==> src/rtl/core_task_receiver.sv <==
// Core-side dispatch endpoint: takes a header plus instruction frames from the scheduler,
// serialises them into instruction memory and launches the core. Optional: CORE_RX_PROTO_CHECK_EN.
module core_task_receiver #(
  parameter int TM_WIDTH     = 128,
  parameter int INSN_WIDTH   = 16,
  parameter int IF_NUM_WIDTH = 4,
  parameter int REG_WIDTH    = 8,
  parameter int IMEM_AW      = 7
) (
  input  logic                  clk,
  input  logic                  reset,
  input  logic                  start,
  input  logic [TM_WIDTH-1:0]   insn_data,
  input  logic                  init_r0_vect,
  input  logic [REG_WIDTH-1:0]  init_r0,
  output logic                  ready,
  output logic                  imem_we,
  output logic [IMEM_AW-1:0]    imem_addr,
  output logic [INSN_WIDTH-1:0] imem_wdata,
  output logic                  core_r0_we,
  output logic [REG_WIDTH-1:0]  core_r0_data,
  output logic                  core_run,
  input  logic                  core_done,
  output logic                  proto_err
);

  localparam int FRAME_INSNS = TM_WIDTH / INSN_WIDTH;
  localparam int SLOT_W      = (FRAME_INSNS > 1) ? $clog2(FRAME_INSNS) : 1;

  typedef enum logic [1:0] {IDLE, WAIT_FRAME, LOAD, RUN} state_e;

  state_e                  state_q, state_d;
  logic [IF_NUM_WIDTH-1:0] frames_left_q, frames_left_d;
  logic [IMEM_AW-1:0]      base_q, base_d;
  logic [SLOT_W-1:0]       slot_q, slot_d;
  logic [TM_WIDTH-1:0]     frame_q, frame_d;
  logic                    r0_we_q, r0_we_d;
  logic [REG_WIDTH-1:0]    r0_data_q, r0_data_d;
  logic                    run_q, run_d;
  logic [IF_NUM_WIDTH-1:0] hdr_n;

  assign hdr_n = insn_data[IF_NUM_WIDTH-1:0];

  // The frame buffer shifts down one slot per write, so the write data is always its low slice.
  assign ready        = (state_q == IDLE) || (state_q == WAIT_FRAME);
  assign imem_we      = (state_q == LOAD);
  assign imem_addr    = base_q + IMEM_AW'(slot_q);
  assign imem_wdata   = frame_q[INSN_WIDTH-1:0];
  assign core_r0_we   = r0_we_q;
  assign core_r0_data = r0_data_q;
  assign core_run     = run_q;

  always_comb begin
    state_d       = state_q;
    frames_left_d = frames_left_q;
    base_d        = base_q;
    slot_d        = slot_q;
    frame_d       = frame_q;
    r0_we_d       = 1'b0;
    r0_data_d     = r0_data_q;
    run_d         = 1'b0;
    case (state_q)
      IDLE: begin
        if (start) begin
          frames_left_d = hdr_n;
          base_d        = '0;
          slot_d        = '0;
          if (init_r0_vect) begin
            r0_we_d   = 1'b1;
            r0_data_d = init_r0;
          end
          if (hdr_n == '0) begin
            state_d = RUN;
            run_d   = 1'b1;
          end else begin
            state_d = WAIT_FRAME;
          end
        end
      end
      WAIT_FRAME: begin
        if (start) begin
          frame_d = insn_data;
          slot_d  = '0;
          state_d = LOAD;
        end
      end
      LOAD: begin
        frame_d = frame_q >> INSN_WIDTH;
        slot_d  = slot_q + SLOT_W'(1);
        if (slot_q == SLOT_W'(FRAME_INSNS - 1)) begin
          slot_d        = '0;
          base_d        = base_q + IMEM_AW'(FRAME_INSNS);
          frames_left_d = frames_left_q - IF_NUM_WIDTH'(1);
          if (frames_left_q == IF_NUM_WIDTH'(1)) begin
            state_d = RUN;
            run_d   = 1'b1;
          end else begin
            state_d = WAIT_FRAME;
          end
        end
      end
      RUN: begin
        if (core_done) state_d = IDLE;
      end
      default: state_d = IDLE;
    endcase
  end

  always_ff @(posedge clk) begin
    if (reset) begin
      state_q       <= IDLE;
      frames_left_q <= '0;
      base_q        <= '0;
      slot_q        <= '0;
      frame_q       <= '0;
      r0_we_q       <= 1'b0;
      r0_data_q     <= '0;
      run_q         <= 1'b0;
    end else begin
      state_q       <= state_d;
      frames_left_q <= frames_left_d;
      base_q        <= base_d;
      slot_q        <= slot_d;
      frame_q       <= frame_d;
      r0_we_q       <= r0_we_d;
      r0_data_q     <= r0_data_d;
      run_q         <= run_d;
    end
  end

`ifdef CORE_RX_PROTO_CHECK_EN
  localparam int          IMEM_DEPTH = 2 ** IMEM_AW;
  localparam int unsigned MAX_FRAMES = IMEM_DEPTH / FRAME_INSNS;

  logic proto_err_q, proto_err_d;

  // Sticky: a stray start while busy, or a header that would overrun the memory.
  always_comb begin
    proto_err_d = proto_err_q;
    if (start && ((state_q == LOAD) || (state_q == RUN))) proto_err_d = 1'b1;
    if (start && (state_q == IDLE) && (32'(hdr_n) > MAX_FRAMES)) proto_err_d = 1'b1;
  end

  always_ff @(posedge clk) begin
    if (reset) proto_err_q <= 1'b0;
    else       proto_err_q <= proto_err_d;
  end

  assign proto_err = proto_err_q;
`else
  assign proto_err = 1'b0;
`endif

endmodule
==> config.mk <==
export PLATFORM = sky130hd
export DESIGN_NAME = core_task_receiver
export DESIGN_NICKNAME = d
export VERILOG_FILES = /design/src/rtl/core_task_receiver.sv
export SDC_FILE = /design/constraint.sdc
export NUM_CORES = 1
export LEC_CHECK = 0
export ABC_AREA = 1
export BUFFER_PORTS_ARGS = -buffer_cell sky130_fd_sc_hd__buf_2
export CAP_MARGIN = 15
export CELL_PAD_IN_SITES_DETAIL_PLACEMENT = 1
export CELL_PAD_IN_SITES_GLOBAL_PLACEMENT = 1
export CORE_MARGIN = 5
export CORE_UTILIZATION = 37
export DETAILED_ROUTE_END_ITERATION = 6
export PLACE_DENSITY_LB_ADDON = 0.1
export SETUP_SLACK_MARGIN = 0.4
export SLEW_MARGIN = 15
export SYNTH_ARGS = -nofsm -noshare
export SYNTH_HDL_FRONTEND = slang
export SYNTH_SLANG_ARGS = --single-unit
==> constraint.sdc <==
create_clock -name clk -period 1.7 [get_ports clk]
set_clock_uncertainty 0.15 [all_clocks]
set_input_delay 0.17 -clock clk [delete_from_list [all_inputs] [get_ports clk]]
set_output_delay 0.17 -clock clk [all_outputs]
set_load 0.1 [all_outputs]
After elaboration in Yosys (flattened, before gate mapping). Index checks and enable logic that the tools add are counted.

Add/sub/neg operators: 4. Equality and inequality tests: 10. Multiplexer cells: 24. Bitwise gates (word level): 2. Reduce and logical (&&, ||, !) cells: 13.

Operators by type and width (count): $pmux 128 s2 (1); $mux 128 (1); $mux 7 (2); $pmux 7 s2 (1); $mux 2 (6); $mux 4 (2); $pmux 2 s4 (1); $pmux 4 s2 (1); $add 7x3->7 (1); $add 7x4->7 const B (1); $mux 3 (2); $ne 2x2->1 const B (3); $pmux 3 s2 (1); $reduce_and 3->1 (2); $reduce_bool 2->1 (3); $mux 1 (5); $eq 2x2->1 const B (2); $eq 4x1->1 const B (1); $logic_not 4->1 (1); $ne 2x1->1 const B (2); $reduce_and 2->1 (2); $reduce_and 4->1 (1); $sub 4x1->4 const B (1); $add 3x1->3 const B (1); 8 further kinds (9).

Register bits: 154. Logic and storage cells: 61.

Logic depth before layout (Yosys ltp). Gate-level depths: netlist (run 1).

Word-level depth: 4. Mapped depth: 9. Depth with buffers taken out: 8.

Worst setup path after synthesis (run 1). OpenSTA, ideal clock, no wires.

Path kind: register -> output. Start point: register slot_q[2]. End point: output port imem_addr[2]. Data arrival time: 1.803 ns. Required time: 1.380 ns. Path slack: -0.423 ns. Stages on the path, launching flop included: 2. Buffers on the path: 0. Path through: dfxtp_1 xor2_1.

Cells in the longest elaborated chain, start to end: 1.

RTL lines: from (decl) (line 35) `logic [SLOT_W-1:0] slot_q, slot_d;`; from (signal assigned) (line 123) `slot_q <= slot_d;`; $add 7x3->7 (line 47) `assign imem_addr = base_q + IMEM_AW'(slot_q);`; to (decl) (line 18) `output logic [IMEM_AW-1:0] imem_addr,`.

Every way passes these cells.

Final worst setup path (run 1).
Start point: register state_q[1]. End point: output port imem_we.

Cells in the longest elaborated chain, start to end: 1.

RTL lines: from (decl) (line 32) `state_e state_q, state_d;`; from (signal assigned) (line 120) `state_q <= state_d;`; $eq 2x2->1 (line 46) `assign imem_we = (state_q == LOAD);`; to (decl) (line 17) `output logic imem_we,`.

Every way passes these cells.

==> run summary, run 1 <==
most frequent cells in the layout - nand2_1, nor2_1, buf_2, dfxtp_1, dlygate4sd3_1
total CTS buffers - 17
CP peak stage delay - 0.44 ns
initial core utilization - 37.6%
CP Class - reg -> out
Peak VDD IR - 0.820 mV
CP Launch Type - flip-flop
Synth area leader - dfxtp_1
Via density - 4.92
DR WL/cell - 16.7 um
Pre-antenna DRT Iters - 5
initial antenna violation count - 0
Synth area leaders - dfxtp_1, nand2_1, nor2_1
vias in the first global route - 8520
CP required - 1.38 ns
DIE HEIGHT - 148 um
RSZ-0062 raised after global routing - true
Core Box Area - 18800 um2
fin area - 10500 um2
PwrDens - 1060 nW/um2
gr usage total - 24.5%
family with the most delay on the worst path - flip-flops
antenna-violating nets left - 0
Clock Path Buffers - 2
worst skew pair latency - 0.42 ns
Clock transition at path regs - 0.06 ns
Cell Rows - 50
first-pass GRT wire length - 43400 um
sw frac - 32.1%
GP Congestion - 0.806
Netlist cell types - 23
final setup vio count - 0
crit-path cells - nand2_8, inv_12, buf_16, buf_16
final-report max-slew violation count - 0
pin count of the biggest net entering global routing - 68
Yosys warning total - 0
Seq/Total Area, Yosys - 42.8%
final period utilization - 95.4%
final WL - 26900 um
clock group share of total power - 36.7%
Combinational Power Share - 25.8%
Hold Path Class - in -> reg
vias - 7920
Nets - 1513
max-cap viol count - 0
Synth Instances - 1094
Total Power - 11.2 mW
Overflow after GRT - 0
Switch Pwr - 3.59 mW
final hold viol count - 0
share of cells above drive strength 1 - 21.2%
P&R area growth vs syn - 49.3%
CTS Root Cell - clkbuf_16
H-tree lvl count - 4
DP HPWL - 15500 um
status - completed
Pleak - 5.11 nW
die area - 21900 um2
number of fill cells - 2414
multi-input logic area - 3620 um2
crit path DAT - 1.30 ns
top cell type's share of synthesized area - 42.8%
part of the power in registers - 37.5%
Max Fclk - 0.617 GHz
Max FO, Critical Path - 5
synthesized area - 7060 um2
CP max stage cell - dfxtp_4
DRC violations left - 0
CP most frequent cell - buf_16
Setup crit end kind - output port
fin crit period - 1.62 ns
placed cell areas - 8140 um2
IO Port Bufs - 175
number of diodes - 0
Setup WS pre-CTS - -0.0512 ns
die width - 148 um
Starting DRT DRC Count - 345
Int Pwr - 7.61 mW
syn avg cell area - 6.45 um2
Final WS setup - 0.0782 ns
commonest non-fill, non-tap cell in the layout - nand2_1
worst path bufs/invs - 3
CTS sink count - 151
CTS tree - yes
I/O pin total - 177
sequential cell area - 3050 um2
#FFs+latches synth - 151
==> metrics by stage <==
step	hold WS (ns)	std cells	TNS [ns]	utilization [%]
after floorplan	0.155	1095	0	-
after CTS	-0.0813	1607	0	55.7
final	0.00360	1611	0	56.1
after global placement	0.243	1432	-0.0280	43.4
after global routing	0.0252	1611	0	56.1
after detailed placement	0.259	1432	-1.08	43.4
==> synth_stat cells <==
library cell  instances
nor2_4                1
nand4_1               1
nand2_4               2
o21ai_0             127
buf_4                31
clkbuf_1             28
buf_1                 1
nand2_1             375
nand3_2               1
or2_2                 2
clkinv_1              1
inv_1                15
ha_1                  6
conb_1                1
xnor2_1               1
nand3b_1              1
a21oi_1              31
dfxtp_1             151
buf_2                32
xor2_1                3
inv_2                 4
nand3_1              24
nor2_1              255
==> sequential cells by signal, indices dropped and copies added (netlist names) <==
signal	flops
core_run	1
state_q	2
frame_q	128
slot_q	3
core_r0_data	8
base_q	4
frames_left_q	4
core_r0_we	1
==> logic make-up (layout without fill, tap and decap cells) <==
kind of cell	Yosys count	after routing	share of synthesized area, %
simple gates	662	662	36.2
compound gates	158	158	11.2
flops	151	151	42.8
buf+inv	112	394	8.17
fa+ha+maj	6	6	1.06
xor+xnor	4	4	0.496
other cells	1	2	0.0531
==> power groups by stage <==
| stage | combinational [mW] | sequential, mW | clock, mW |
|---|---|---|---|
| 2_1_floorplan | 1.81 | 4.30 | 0 |
| 3_3_place_gp | 2.34 | 4.26 | 0 |
| 3_5_place_dp | 2.38 | 4.26 | 0 |
| 4_1_cts | 2.82 | 4.19 | 4.18 |
| 5_1_grt | 3.15 | 4.25 | 4.34 |
| 6_report | 2.89 | 4.20 | 4.11 |
==> area by class of cell <==
cell class	count	area share [%]
clock buffer	17	4.04
multi-input combinational	832	34.3
sequential	151	29.0
inverter	20	1.10
tap	234	2.78
clock inverter	13	1.95
timing repair buffer	344	26.8
==> layer usage <==
metal	share of wire [%]	up-vias	track usage [%]
li1	-	3939	-
met1	43	3765	29.3
met2	51	178	45.2
met3	3.5	38	4.05
met4	1.8	0	6.79
met5	0	-	0
==> worst register-to-register path, stage by stage, from the launching register on <==
cell	delay (ns)
dfxtp_4	0.40
inv_6	0.05
nand2_8	0.10
inv_12	0.05
buf_8	0.14
bufbuf_16	0.29
nand2_1	0.06
nand2_1	0.07
nor2_2	0.12
nor2_1	0.07
==> timing repair <==
action / in CTS / in global routing
setup buffers: 12 / 2
endpoints found under the setup margin: 186 / 186
cloned: 4 / 0
pin swaps: 4 / 13
resized for setup: 45 / 14
endpoints found under the hold margin: 137 / 8
hold buffers: 129 / 2
==> worst paths after layout <==
kind | startpoint | slack (ns) | endpoint | cells past startpoint
hold reg to reg | frame_q[125] | 0.32 | frame_q[125] | 2
hold / removal | insn_data[80] | 0.004 | frame_q[80] | 5
setup / recovery | state_q[1] | 0.08 | imem_we | 4
setup reg to reg | state_q[0] | 0.10 | frame_q[49] | 9
Power figures use the tool's default switching activity.
==> run 2, diff against run 1 <==
--- a/config.mk
+++ b/config.mk
@@ -6,7 +6,7 @@
 export NUM_CORES = 1
 export LEC_CHECK = 0
 export ABC_AREA = 1
-export BUFFER_PORTS_ARGS = -buffer_cell sky130_fd_sc_hd__buf_2
+export BUFFER_PORTS_ARGS = -buffer_cell sky130_fd_sc_hd__buf_4
 export CAP_MARGIN = 15
 export CELL_PAD_IN_SITES_DETAIL_PLACEMENT = 1
 export CELL_PAD_IN_SITES_GLOBAL_PLACEMENT = 1
@@ -15,7 +15,7 @@
 export DETAILED_ROUTE_END_ITERATION = 6
 export PLACE_DENSITY_LB_ADDON = 0.1
 export SETUP_SLACK_MARGIN = 0.4
-export SLEW_MARGIN = 15
+export SKIP_CTS_REPAIR_TIMING = 1
 export SYNTH_ARGS = -nofsm -noshare
 export SYNTH_HDL_FRONTEND = slang
 export SYNTH_SLANG_ARGS = --single-unit
==> run 2 against run 1 <==
  * The flow now finishes with violations (negative hold slack)
  * Clock power grew 4%
  * Via count up 0.66%
  * Fmax is 0.81% higher
  * Register-to-register slack is essentially flat
  * Combinational power up 6%
  * Routed wire length increased by 6.6%
  * Critical path depth rose by 2
  * Sequential cell count is the same
  * Highest routed layer unchanged
==> run summary, run 2 (same netlist as run 1, synthesis figures left out) <==
status - complete, but fails checks
failing checks - negative hold slack
Nets - 1507
gr usage total - 20.6%
final period utilization - 94.6%
family with the most delay on the worst path - flip-flops
DR WL/cell - 17.8 um
first-pass GRT wire length - 36700 um
CP Launch Point - state_q[1]
P&R area growth vs syn - 53.6%
Setup crit end kind - flip-flop
Max Fclk - 0.622 GHz
crit-path cells - inv_12, nand3_4, nand2_4, buf_6, o21ai_0, nor2_2
Via density - 4.96
Clock transition at path regs - 0.07 ns
crit path DAT - 1.76 ns
H-tree lvl count - 4
initial core utilization - 37.6%
CP peak stage delay - 0.47 ns
vias - 7972
max reg flops - 128
DIE HEIGHT - 148 um
RSZ-0062 raised after global routing - true
CP max stage cell - dfxtp_4
Peak VDD IR - 0.802 mV
Cell Rows - 50
Total Power - 11.6 mW
worst path bufs/invs - 2
final-report max-slew violation count - 0
antenna-violating nets left - 0
I/O pin total - 177
CTS tree - yes
final hold viol count - 13
reg2reg start - state_q[1]
CP Class - reg -> reg
DP HPWL - 15600 um
Core Box Area - 18800 um2
CP required - 1.85 ns
setup_tns - 0 ns
pin count of the biggest net entering global routing - 103
die width - 148 um
most frequent cells in the layout - nand2_1, nor2_1, buf_4, dfxtp_1, dlygate4sd3_1
Hold Path Class - in -> reg
GP Congestion - 0.874
share of cells above drive strength 1 - 21.4%
Pleak - 5.19 nW
fin crit period - 1.61 ns
Clock Path Buffers - 2
final WL - 28700 um
Overflow after GRT - 0
total CTS buffers - 17
CTS sink count - 151
Max FO, Critical Path - 22
DRC violations left - 0
Starting DRT DRC Count - 363
Pre-antenna DRT Iters - 5
commonest non-fill, non-tap cell in the layout - nand2_1
die area - 21900 um2
worst skew pair latency - 0.42 ns
most flop-heavy register - frame_q
PwrDens - 1070 nW/um2
CP Launch Type - flip-flop
hold_sp - insn_data[59]
final hold slack - -0.0581 ns
vias in the first global route - 7106
Final WS setup - 0.0912 ns
Setup WS pre-CTS - 0.0419 ns
IO Port Bufs - 175
final setup vio count - 0
initial antenna violation count - 2
max-cap viol count - 0
CTS Root Cell - clkbuf_16
==> run 2: cell count changes in the layout (fill, tap and decap cells not counted), moves of 3 or more <==
cell | before | now
o21ai_1 | 26 | 34
buf_12 | 11 | 8
bufbuf_16 | 4 | 0
dlygate4sd3_1 | 131 | 119
o21ai_0 | 101 | 93
buf_4 | 19 | 194
clkbuf_16 | 17 | 23
buf_2 | 168 | 0
==> run 2: where the power goes <==
| part | internal, mW | switching, mW | total, mW | leakage (nW) |
|---|---|---|---|---|
| logic | 1.17 | 1.89 | 3.06 | 3.64 |
| registers | 3.96 | 0.267 | 4.22 | 1.25 |
| clock network | 2.69 | 1.60 | 4.29 | 0.308 |
| total | 7.82 | 3.75 | 11.6 | 5.19 |
==> run 2: final timing paths <==
| path | to | slack, ns | cells past startpoint |
|---|---|---|---|
| worst max-delay path | frame_q[90] | 0.09 | 6 |
| worst min-delay path | frame_q[59] | -0.06 | 5 |
| worst max register to register | frame_q[90] | 0.09 | 6 |
| worst min register to register | frame_q[122] | 0.32 | 2 |
==> run 2: cell type report <==
class / instances / area [um2]
fill: 2325 / 7930
antenna: 2 / 5.00
clock buffer: 20 / 458
inverter: 20 / 116
tap: 234 / 293
sequential: 151 / 3050
clock inverter: 11 / 195
timing repair buffer: 337 / 3130
multi-input combinational: 833 / 3600
==> run 2: worst register-to-register path: cells and delay by family (launching register included) <==
family	cells	cell delay (ns)
DFF	1	0.47
and+or+nand+nor	3	0.32
AOI/OAI and AO/OA	1	0.28
buffers and inverters	2	0.25
==> run 2: per-stage QoR <==
step / instances / instance area (um2) / hold slack (ns) / utilization (%)
after detailed placement: 1433 / 8590 / 0.251 / 45.7
final: 1608 / 10800 / -0.0581 / 57.8
after floorplan: 1095 / 7330 / 0.155 / -
after CTS: 1464 / 9240 / -0.192 / 49.2
after global routing: 1608 / 10800 / -0.0170 / 57.8
after global placement: 1433 / 8590 / 0.242 / 45.7
==> run 2: metal layers <==
metal | track usage, % | share of wire, % | up-vias
met5 | 0 | 0 | -
met4 | 5.27 | 2.2 | 0
met3 | 4.54 | 3.7 | 43
met2 | 33.7 | 50 | 187
met1 | 27.9 | 44 | 3815
li1 | - | - | 3927
==> run 3, diff against run 2 <==
--- a/config.mk
+++ b/config.mk
@@ -5,17 +5,15 @@
 export SDC_FILE = /design/constraint.sdc
 export NUM_CORES = 1
 export LEC_CHECK = 0
-export ABC_AREA = 1
 export BUFFER_PORTS_ARGS = -buffer_cell sky130_fd_sc_hd__buf_4
 export CAP_MARGIN = 15
 export CELL_PAD_IN_SITES_DETAIL_PLACEMENT = 1
 export CELL_PAD_IN_SITES_GLOBAL_PLACEMENT = 1
 export CORE_MARGIN = 5
-export CORE_UTILIZATION = 37
+export CORE_UTILIZATION = 39
 export DETAILED_ROUTE_END_ITERATION = 6
 export PLACE_DENSITY_LB_ADDON = 0.1
 export SETUP_SLACK_MARGIN = 0.4
-export SKIP_CTS_REPAIR_TIMING = 1
 export SYNTH_ARGS = -nofsm -noshare
 export SYNTH_HDL_FRONTEND = slang
 export SYNTH_SLANG_ARGS = --single-unit
==> run 3 against run 2 <==
  * The flow finishes with violations (negative hold slack, negative setup slack)
  * Largest cell class unchanged
  * Hold slack better by 0.052 ns
  * Non-clock buffer count up 69
  * Sequential share of layout area down 4.3 points
  * Critical path type unchanged
  * Routed wire length up 47%
==> run summary, run 3 <==
Peak VDD IR - 0.977 mV
total CTS buffers - 17
GP Congestion - 0.811
I/O pin total - 177
vias in the first global route - 8746
CTS sink count - 151
Setup crit end kind - flip-flop
Hold Path Class - in -> reg
Pre-antenna DRT Iters - 5
Nets - 1333
number of fill cells - 1821
most flop-heavy register - frame_q
Worst R2R End - frame_q[51]
CP required - 1.84 ns
Clock transition at path regs - 0.06 ns
crit path DAT - 2.10 ns
die area - 21100 um2
worst skew pair latency - 0.45 ns
gr usage total - 28.5%
final setup vio count - 36
highest metal used - met4
first-pass GRT wire length - 48700 um
r2r setup slk - -0.27 ns
fin area - 12800 um2
CP Launch Type - flip-flop
Tightest Pin Transition - 0.589 ns
reg2reg start - state_q[0]
final period utilization - 116%
DR WL/cell - 29.3 um
Cell Rows - 49
top cell type's share of synthesized area - 42.4%
wl on met1 - 15000 um
share of cells above drive strength 1 - 41.3%
CTS tree - yes
Synth Instances - 872
Final WS setup - -0.268 ns
final hold slack - -0.00636 ns
commonest non-fill, non-tap cell in the layout - nand2_1
max reg flops - 128
failing checks - negative hold slack, negative setup slack
Yosys warning total - 0
Switch Pwr - 4.69 mW
clock group share of total power - 33.4%
initial core utilization - 39.7%
status - complete, but fails checks
fin crit period - 1.97 ns
Max Fclk - 0.508 GHz
CP most frequent cell - buf_16
part of the power in registers - 33.2%
syn avg cell area - 8.17 um2
R2R cell count - 6
hold_sp - start
CP Class - reg -> reg
die width - 145 um
hold path cells - 3
crit-path cells - nand2b_4, clkinv_8, buf_16, buf_16, nand2_1, a311oi_1
Netlist cell types - 48
Worst slew margin - 60.4%
met3 WL post-DR - 3140 um
DIE HEIGHT - 145 um
P&R area growth vs syn - 79.8%
family with the most delay on the worst path - compound AO/OA/AOI/OAI gates
CP peak stage delay - 0.50 ns
FFs w/ async S/R, synth - 0%
RSZ-0062 raised after global routing - true
antenna-violating nets left - 0
cell with the most instances after synthesis - nand2_1
CTS Root Cell - clkbuf_16
#FFs+latches synth - 151
initial antenna violation count - 4
placed cell areas - 8850 um2
DRC violations left - 0
Combinational Power Share - 33.4%
Via density - 6.28
number of synthesized flops with an enable pin - 0
CP max stage cell - a311oi_1
Overflow after GRT - 0
vias - 8998
most frequent cells in the layout - nand2_1, buf_4, dlygate4sd3_1, dfxtp_1, a311oi_1
setup_tns - -1.89 ns
max-cap viol count - 0
Int Pwr - 8.86 mW
pin count of the biggest net entering global routing - 55
Max FO, Critical Path - 22
Synth area leaders - dfxtp_1, nand2_1, a311oi_1
Setup WS pre-CTS - 0.0904 ns
Core Box Area - 18000 um2
sw frac - 34.6%
met2 wire length - 21200 um
synthesized area - 7130 um2
Clock Path Buffers - 2
Pleak - 5.10 nW
ys flop type - dfxtp_1
Synth top cells by count - nand2_1, dfxtp_1, nor3_1
worst path bufs/invs - 3
Starting DRT DRC Count - 923
Seq/Total Area, Yosys - 42.4%
Hold Crit Endpoint - core_run
H-tree lvl count - 4
final-report max-slew violation count - 0
DP HPWL - 17000 um
final hold viol count - 1
Synth area leader - dfxtp_1
IO Port Bufs - 175
PwrDens - 1060 nW/um2
final WL - 42000 um
run 3: kinds of logic after synthesis:
group	after synthesis	synth area share (%)
mux	5	0.807
flops	151	42.4
fa+ha+maj	6	1.05
other cells	1	0.0526
simple gates	417	25.5
xor+xnor	4	0.492
compound gates	168	19.7
buf+inv	120	9.95
run 3: how the worst max path moves through the flow:
stage | cells after the start | endpoint | slack (ns) | startpoint
floorplan | 8 | frame_q[55] | 0.15 | state_q[0]
global placement | 5 | frames_left_q[0] | 0.15 | slot_q[0]
detailed placement | 5 | frame_q[26] | 0.09 | state_q[0]
CTS | 6 | frame_q[15] | 0.07 | state_q[1]
global route | 6 | frame_q[51] | -0.23 | state_q[0]
finish | 6 | frame_q[51] | -0.27 | state_q[0]
run 3: routing by layer:
metal | global-route usage (%) | vias up
li1 | - | 3764
met2 | 51.1 | 603
met5 | 0 | -
met4 | 11.9 | 0
met3 | 6.24 | 172
met1 | 32.6 | 4459
run 3: repair_timing:
| item | 4_1_cts | 5_1_grt |
|---|---|---|
| pin swaps | 16 | 67 |
| endpoints found under the setup margin | 185 | 186 |
| gates cloned | 8 | 19 |
| hold buffers | 140 | 0 |
| setup buffers | 26 | 4 |
| gates resized for setup | 57 | 163 |
| hold endpoints to repair | 142 | 0 |
run 3: power groups by stage:
stage,Sequential (mW),Combinational [mW],Clock [mW]
CTS,4.32,3.51,4.43
finish,4.49,4.53,4.52
global route,4.51,4.67,4.68
floorplan,4.36,2.16,0
detailed placement,4.39,2.94,0
global placement,4.37,2.85,0
run 3: metrics by stage:
| step | utilization, % | cells | power, mW |
|---|---|---|---|
| after floorplan | - | 873 | 6.51 |
| final | 71.3 | 1432 | 13.5 |
| after CTS | 64.4 | 1405 | 12.3 |
| after global placement | 49.3 | 1199 | 7.22 |
| after global routing | 71.3 | 1432 | 13.9 |
| after detailed placement | 49.3 | 1199 | 7.32 |
run 3: worst reg2reg max path, delay by kind of cell (launching register included):
family	cells	cell delay, ns
flops	1	0.34
compound gates	1	0.50
simple gates	2	0.33
buf+inv	3	0.49
run 3: cell type report:
| type | instances | area (um2) | share of cell area [%] |
|---|---|---|---|
| diodes | 4 | 10.0 | 0.0781 |
| clock buffers | 24 | 492 | 3.84 |
| clock inverters | 8 | 190 | 1.48 |
| inverters | 8 | 47.5 | 0.371 |
| multi-input cells | 602 | 4420 | 34.5 |
| flip-flops and latches | 151 | 3060 | 23.9 |
| well taps | 229 | 287 | 2.24 |
| repair buffers | 406 | 4310 | 33.7 |
